**config.mk**
```make
export PLATFORM = sky130hd
export DESIGN_NAME = mem_writeback
export DESIGN_NICKNAME = d
export VERILOG_FILES = /design/src/rtl/mem_writeback.sv
export SDC_FILE = /design/constraint.sdc
export NUM_CORES = 1
export LEC_CHECK = 0
export BUFFER_PORTS_ARGS = -buffer_cell sky130_fd_sc_hd__buf_4
export CAP_MARGIN = 10
export CORE_UTILIZATION = 51
export CTS_BUF_LIST = sky130_fd_sc_hd__clkbuf_16
export CTS_CLUSTER_DIAMETER = 100
export CTS_CLUSTER_SIZE = 20
export DETAILED_ROUTE_END_ITERATION = 7
export PLACE_DENSITY = 0.82
export SLEW_MARGIN = 20
export SYNTH_ARGS = -nofsm -noshare
export SYNTH_HDL_FRONTEND = slang
export SYNTH_SLANG_ARGS = --single-unit
```
**constraint.sdc**
```tcl
create_clock -name clk -period 3.9 [get_ports clk]
set_clock_uncertainty 0.05 [all_clocks]
set_input_delay 0.39 -clock clk [delete_from_list [all_inputs] [get_ports clk]]
set_output_delay 0.39 -clock clk [all_outputs]
set_load 0.05 [all_outputs]
```
**src/rtl/mem_writeback.sv**
```systemverilog
`default_nettype none
// ============================================================================
// Module   : mem_writeback
// Purpose  : Writeback stage that follows the load/store execute stage.
//            Stage A holds the instruction while the data memory returns its
//            1-cycle-latency read data. The combinational select then picks
//            the load data or the ALU result. Stage B registers the
//            register-file write port, which also serves as the forwarding
//            entry. The block also provides load-use stall detection toward
//            decode and a retired-instruction counter.
// Ports    : clk, rst            - clock, synchronous active-high reset
//            in_*                - instruction leaving execute this cycle
//            mem_q               - data memory read data (1 cycle after issue)
//            flush               - kill the entry being captured into stage A
//            dec_*               - decode-stage source operands for stall check
//            stall               - load-use hazard, decode must hold
//            rf_we/waddr/wdata   - register-file write port
//            fwd_valid/idx/data  - forwarding entry (same registers as rf_*)
//            retired             - retired-instruction count (wraps)
// Revision : 1.0 - initial release
// ============================================================================
module mem_writeback #(
    parameter int REG_IDX_W = 5,
    parameter int DATA_W    = 32,
    parameter int RET_W     = 32
) (
    input  logic                 clk,
    input  logic                 rst,
    input  logic                 in_valid,
    input  logic                 in_load,
    input  logic                 in_store,
    input  logic [REG_IDX_W-1:0] in_rd_idx,
    input  logic [DATA_W-1:0]    in_alu_result,
    input  logic [DATA_W-1:0]    mem_q,
    input  logic                 flush,
    input  logic                 dec_valid,
    input  logic [REG_IDX_W-1:0] dec_rs_idx,
    input  logic [REG_IDX_W-1:0] dec_rt_idx,
    output logic                 stall,
    output logic                 rf_we,
    output logic [REG_IDX_W-1:0] rf_waddr,
    output logic [DATA_W-1:0]    rf_wdata,
    output logic                 fwd_valid,
    output logic [REG_IDX_W-1:0] fwd_idx,
    output logic [DATA_W-1:0]    fwd_data,
    output logic [RET_W-1:0]     retired
);

    localparam logic [REG_IDX_W-1:0] c_ZERO_IDX = '0;
    localparam logic [RET_W-1:0]     c_RET_ONE  = RET_W'(1);

    // Stage A
    logic                 a_valid_q, a_valid_d;
    logic                 a_load_q,  a_load_d;
    logic                 a_store_q, a_store_d;
    logic [REG_IDX_W-1:0] a_rd_q,    a_rd_d;
    logic [DATA_W-1:0]    a_alu_q,   a_alu_d;

    // Stage B / register-file write port
    logic                 rf_we_q,    rf_we_d;
    logic [REG_IDX_W-1:0] rf_waddr_q, rf_waddr_d;
    logic [DATA_W-1:0]    rf_wdata_q, rf_wdata_d;

    logic [RET_W-1:0]     retired_q,  retired_d;

    logic                 w_load_cand;
    logic                 w_wb_we;
    logic [DATA_W-1:0]    w_wb_data;

    // A store that also flags a load is treated purely as a store.
    assign w_load_cand = in_load & ~in_store;

    always_comb begin
        a_valid_d = in_valid & ~flush;
        a_load_d  = w_load_cand;
        a_store_d = in_store;
        a_rd_d    = in_rd_idx;
        a_alu_d   = in_alu_result;

        // mem_q belongs to the load that sits in stage A this cycle.
        w_wb_data = a_load_q ? mem_q : a_alu_q;
        w_wb_we   = a_valid_q & ~a_store_q & (a_rd_q != c_ZERO_IDX);

        // Address and data hold when no write occurs so the forwarding
        // entry keeps the last written value.
        rf_we_d    = w_wb_we;
        rf_waddr_d = w_wb_we ? a_rd_q    : rf_waddr_q;
        rf_wdata_d = w_wb_we ? w_wb_data : rf_wdata_q;

        // Stores and writes to register 0 still retire.
        retired_d  = a_valid_q ? (retired_q + c_RET_ONE) : retired_q;
    end

    always_ff @(posedge clk) begin
        if (rst) begin
            a_valid_q  <= 1'b0;
            a_load_q   <= 1'b0;
            a_store_q  <= 1'b0;
            a_rd_q     <= '0;
            a_alu_q    <= '0;
            rf_we_q    <= 1'b0;
            rf_waddr_q <= '0;
            rf_wdata_q <= '0;
            retired_q  <= '0;
        end else begin
            a_valid_q  <= a_valid_d;
            a_load_q   <= a_load_d;
            a_store_q  <= a_store_d;
            a_rd_q     <= a_rd_d;
            a_alu_q    <= a_alu_d;
            rf_we_q    <= rf_we_d;
            rf_waddr_q <= rf_waddr_d;
            rf_wdata_q <= rf_wdata_d;
            retired_q  <= retired_d;
        end
    end

    // The load in execute produces its data one cycle too late for a
    // dependent instruction in decode. Flush is deliberately not considered
    // here; the flush path takes priority further downstream.
    assign stall = in_valid & w_load_cand & dec_valid & (in_rd_idx != c_ZERO_IDX) &
                   ((dec_rs_idx == in_rd_idx) | (dec_rt_idx == in_rd_idx));

    assign rf_we     = rf_we_q;
    assign rf_waddr  = rf_waddr_q;
    assign rf_wdata  = rf_wdata_q;
    assign fwd_valid = rf_we_q;
    assign fwd_idx   = rf_waddr_q;
    assign fwd_data  = rf_wdata_q;
    assign retired   = retired_q;

endmodule
`default_nettype wire

```
After elaboration in Yosys (flattened, before gate mapping) --
Cells that the tools add are included.
Cells by class: add/subtract/negate cells 1, reduce and logical (&&, ||, !) cells 2, bitwise gates (word level) 12, equal/unequal tests 2, muxes and demuxes 1
Operators by type and width (number):
- adder 32 x 1 -> 32 bit, second input constant | 1
- two-way mux 32 bit | 1
- equality test 5 bit | 2
- nonzero test 5 bit | 2
- bitwise AND 1 bit | 8
- NOT 1 bit | 3
- bitwise OR 1 bit | 1
Storage, ports and cells: input bits 86, register bits after elaboration 110, output and inout bits 109

Logic depth before layout (Yosys ltp) --
depth after elaboration 6, mapped depth 7

Worst setup path before layout --
No wires, ideal clock.
path kind input -> output, from in in_rd_idx[3], to out stall, slack 1.409 ns, arrival time 2.051 ns, data required time 3.460 ns, stages 4, cell sequence xor2_1 -> nor3_1 -> nand3_1 -> a221oi_1
Between the ends: longest elaborated chain between the ends 3, elaborated cells between the ends (all ways) 6, those cells by class eq/ne: 2; bitwise: 3; reduce/logical: 1
Ends and longest elaborated chain:
- start: declaration | line 32 | input logic [REG_IDX_W-1:0] in_rd_idx,
- equality test 5 bit or nonzero test 5 bit (tied branches) | line 122, 121
- bitwise OR 1 bit or bitwise AND 1 bit (tied branches) | line 122, 121
- bitwise AND 1 bit (*) | line 121 | assign stall = in_valid & w_load_cand & dec_valid & (in_rd_idx != c_ZERO_IDX) &
- end: declaration | line 39 | output logic stall,
Mark *: on every way between the ends. The rest lies on a longest branch, timed or not.

==> impl_metrics.py <==
metrics = {
    "clock_network": {
        "clk_path_buf_depth": 2,
        "clock_latency_ns": 0.34,
        "cts_resized": 0,
        "clkSinkCount": 110,
        "cts-root-buf": "clkbuf_16",
        "cts_made_buffers": 9,
        "hold_buffers": 0,
        "path_clk_slew_ns": 0.07,
        "post-cts-setup-buffers": 0,
        "htreeDepth": 3,
        "tritoncts": "done",
    },
    "global_routing": {
        "grt_util_met2_pct": 39.5,
        "antenna_found_initial": 0,
        "grt_pass1_wl_mm": 17.2,
        "grt_max_degree": 112,
        "grt_use_total_pct": 22.6,
        "busiest_layer": "met2",
        "met3_usage_pct": 3.90,
        "grt-ovfl-total": 0,
        "use_met1_pct": 27.6,
        "grt_pass1_vias": 3578,
    },
    "setup_path": {
        "rrSetupSlack_ns": 1.54,
        "r2r_end": "retired[27]",
        "startpoint": "a_valid_q",
        "critPathRequiredTime_ns": 4.12,
        "max_stage_delay_ns": 0.71,
        "regToRegStartpoint": "a_valid_q",
        "critPathKind": "reg -> reg",
        "end_kind": "flip-flop",
        "crit_chain": "and4_1, nand4_1, or4_1, a21oi_1",
        "slowest_stage": "or4_1",
        "cp-start-kind": "flip-flop",
        "crit_arrival_ns": 2.58,
        "critPathMaxFanout": 19,
        "worstRegToRegCells": 4,
    },
    "synthesis": {
        "syn-cell-area_sq_um": 4600,
        "synth_edf_count": 0,
        "synthFlopType": "dfxtp_1",
        "syn_area_per_cell_sq_um": 9.56,
        "synthesis.nets": 568,
        "async_flop_share_pct": 0,
        "netlist_instances": 481,
        "synth_warnings": 0,
        "ys_types": 38,
        "seq_area_frac_synth_pct": 47.9,
        "synth.ff_latch_count": 110,
    },
    "placement": {
        "place_congestion": 0.813,
        "dpl.hpwl_mm": 7.76,
        "place_area_sq_um": 5800,
        "portBuffers": 194,
        "dp.cells": 719,
    },
    "timing": {
        "finalSetupViolations": 0,
        "worstMarginPinSlew_ns": 1.05,
        "slew_headroom_pct": 30.3,
        "grt_setup_unrepaired": "false",
        "setup-tns-final_ns": 0,
        "fmax_mhz": 424,
        "finalCritPeriodShare_pct": 60.5,
        "drv_slew": 0,
        "hold_violations": 0,
        "fin_crit_ns": 2.36,
    },
    "job": {
        "cap_violations": 0,
    },
    "detailed_routing": {
        "final_antenna_net_count": 0,
        "viasPerCell": 5.37,
        "vias": 3955,
        "drt_drc_violations_left": 0,
        "dr.pass1.iters": 4,
        "wl_mm": 11.0,
        "drt_iter0_drc": 101,
        "post_drt_wl_per_cell_um": 14.9,
    },
    "hold_path": {
        "hold_end": "a_load_q",
        "hold_depth": 2,
        "min_path_type": "in -> reg",
        "hp-start": "in_store",
    },
    "layout": {
        "drive_gt1_share_pct": 35.0,
        "final_cells": 736,
        "multi_input_area_sq_um": 1980,
        "stdcell_area_sq_um": 6150,
        "nets": 710,
        "regArea_sq_um": 2200,
        "antenna_cells": 0,
        "areaGrowthSynthToFinish_pct": 33.8,
        "nFillCells": 686,
    },
    "run_status": {
        "status": "complete, no violations",
    },
    "die": {
        "die-area_sq_um": 9400,
        "ios": 195,
        "die-height_um": 96.9,
        "design.core.area_sq_um": 8720,
        "die_w_um": 96.9,
        "start_util_pct": 52.7,
        "fp-row-count": 34,
    },
    "power_and_ir_drop": {
        "powerDensity_nw_per_um2": 405,
        "p_leak_uw": 0.00252,
        "ir_drop_mv": 0.234,
    },
}
-- cell usage in the layout (no fill, tap or decap), types with 3 or more instances in the layout --
master,count
or4_1,11
o31ai_1,10
nand2_1,13
and4_1,5
mux2i_1,33
nor2_1,51
nor2b_1,40
o21ai_0,8
nor3_1,7
nand3_1,14
xnor2_1,10
and3_1,3
a211oi_1,32
or3_1,7
inv_1,4
dfxtp_1,109
nand4_1,8
clkbuf_16,9
a21oi_1,21
buf_4,195
xor2_1,12
-- sequential cells by signal, indices dropped and copies added, names as in the netlist --
name	flops
fwd_data	32
fwd_valid	1
a_alu_q	32
a_valid_q	1
a_store_q	1
fwd_idx	5
a_load_q	1
a_rd_q	5
retired	32
-- area by class of cell --
cell class / count / area share (%)
clock buffer: 9 / 3.66
clock inverter: 7 / 1.59
inverter: 4 / 0.244
multi-input combinational: 302 / 32.3
sequential: 110 / 35.8
tap: 108 / 2.20
timing repair buffer: 196 / 24.2
-- worst max-delay path: cells and delay by family (launching register included) --
family	cells	cell delay, ns
compound gates	1	0.15
flops	1	0.53
simple gates	3	1.58
-- where the power goes --
group          internal (uW)  leakage [uW]  total [uW]  switching (uW)
logic                    140       0.00147         332             192
clock network            565      0.000152         966             401
registers               1160      0.000900        1190            29.9
-- worst max-delay path by stage --
| stage | end | slack, ns | depth (start not counted) |
|---|---|---|---|
| finish | retired[27] | 1.54 | 4 |
| floorplan | stall | 1.41 | 4 |
| global placement | fwd_data[7] | 1.69 | 5 |
| detailed placement | fwd_data[17] | 1.56 | 5 |
| global route | fwd_data[19] | 1.28 | 5 |
| CTS | fwd_data[25] | 1.54 | 5 |
-- Yosys cell counts (2+ instances only) --
cell type,count,area share [%]
nor2_1,51,4.2
nand2_1,13,1.1
or3_1,7,0.95
buf_4,39,6.4
inv_1,4,0.33
a22oi_1,2,0.33
or4_1,11,1.8
nor3b_1,2,0.33
xnor2_1,10,1.9
buf_1,4,0.33
dfxtp_1,110,48
nor3_1,7,0.76
a21oi_1,21,2.3
buf_2,5,0.54
xor2_1,12,2.3
a211oi_1,32,5.2
and4_1,5,0.95
o21ai_0,8,0.87
o31ai_1,10,1.6
clkbuf_1,17,1.4
nor2b_1,40,5.4
mux2i_1,33,7.2
nand3_1,14,1.5
and3_1,3,0.41
nand4_1,8,1.1
-- kinds of logic (layout without fill, tap and decap cells) --
kind of cell / after synthesis / after routing / synth area share, %
AND/OR/NAND/NOR: 169 / 169 / 20.4
flip-flops: 110 / 110 / 47.9
AO/OA/AOI/OAI: 76 / 76 / 10.9
buffers and inverters: 69 / 216 / 8.95
multiplexers: 34 / 34 / 7.43
XOR/XNOR: 22 / 22 / 4.19
adder cells (fa/ha/maj): 1 / 1 / 0.272
-- metal layers --
layer  vias up  routed length (um)
met5         -                   0
met4         0                 160
met3        13                 567
met2       140                5670
met1      1863                4590
li1       1939                   -
-- through the flow --
step | total power (uW) | hold slack [ns] | utilization, % | setup WS [ns]
final | 2490 | 0.190 | 70.5 | 1.54
after global routing | 2580 | 0.183 | 70.5 | 1.28
after CTS | 2500 | 0.181 | 70.2 | 1.54
after detailed placement | 1550 | 0.402 | 66.5 | 1.56
after global placement | 1540 | 0.404 | 66.5 | 1.69
after floorplan | 1430 | 0.377 | - | 1.41
(Power assumes the default switching activity.)
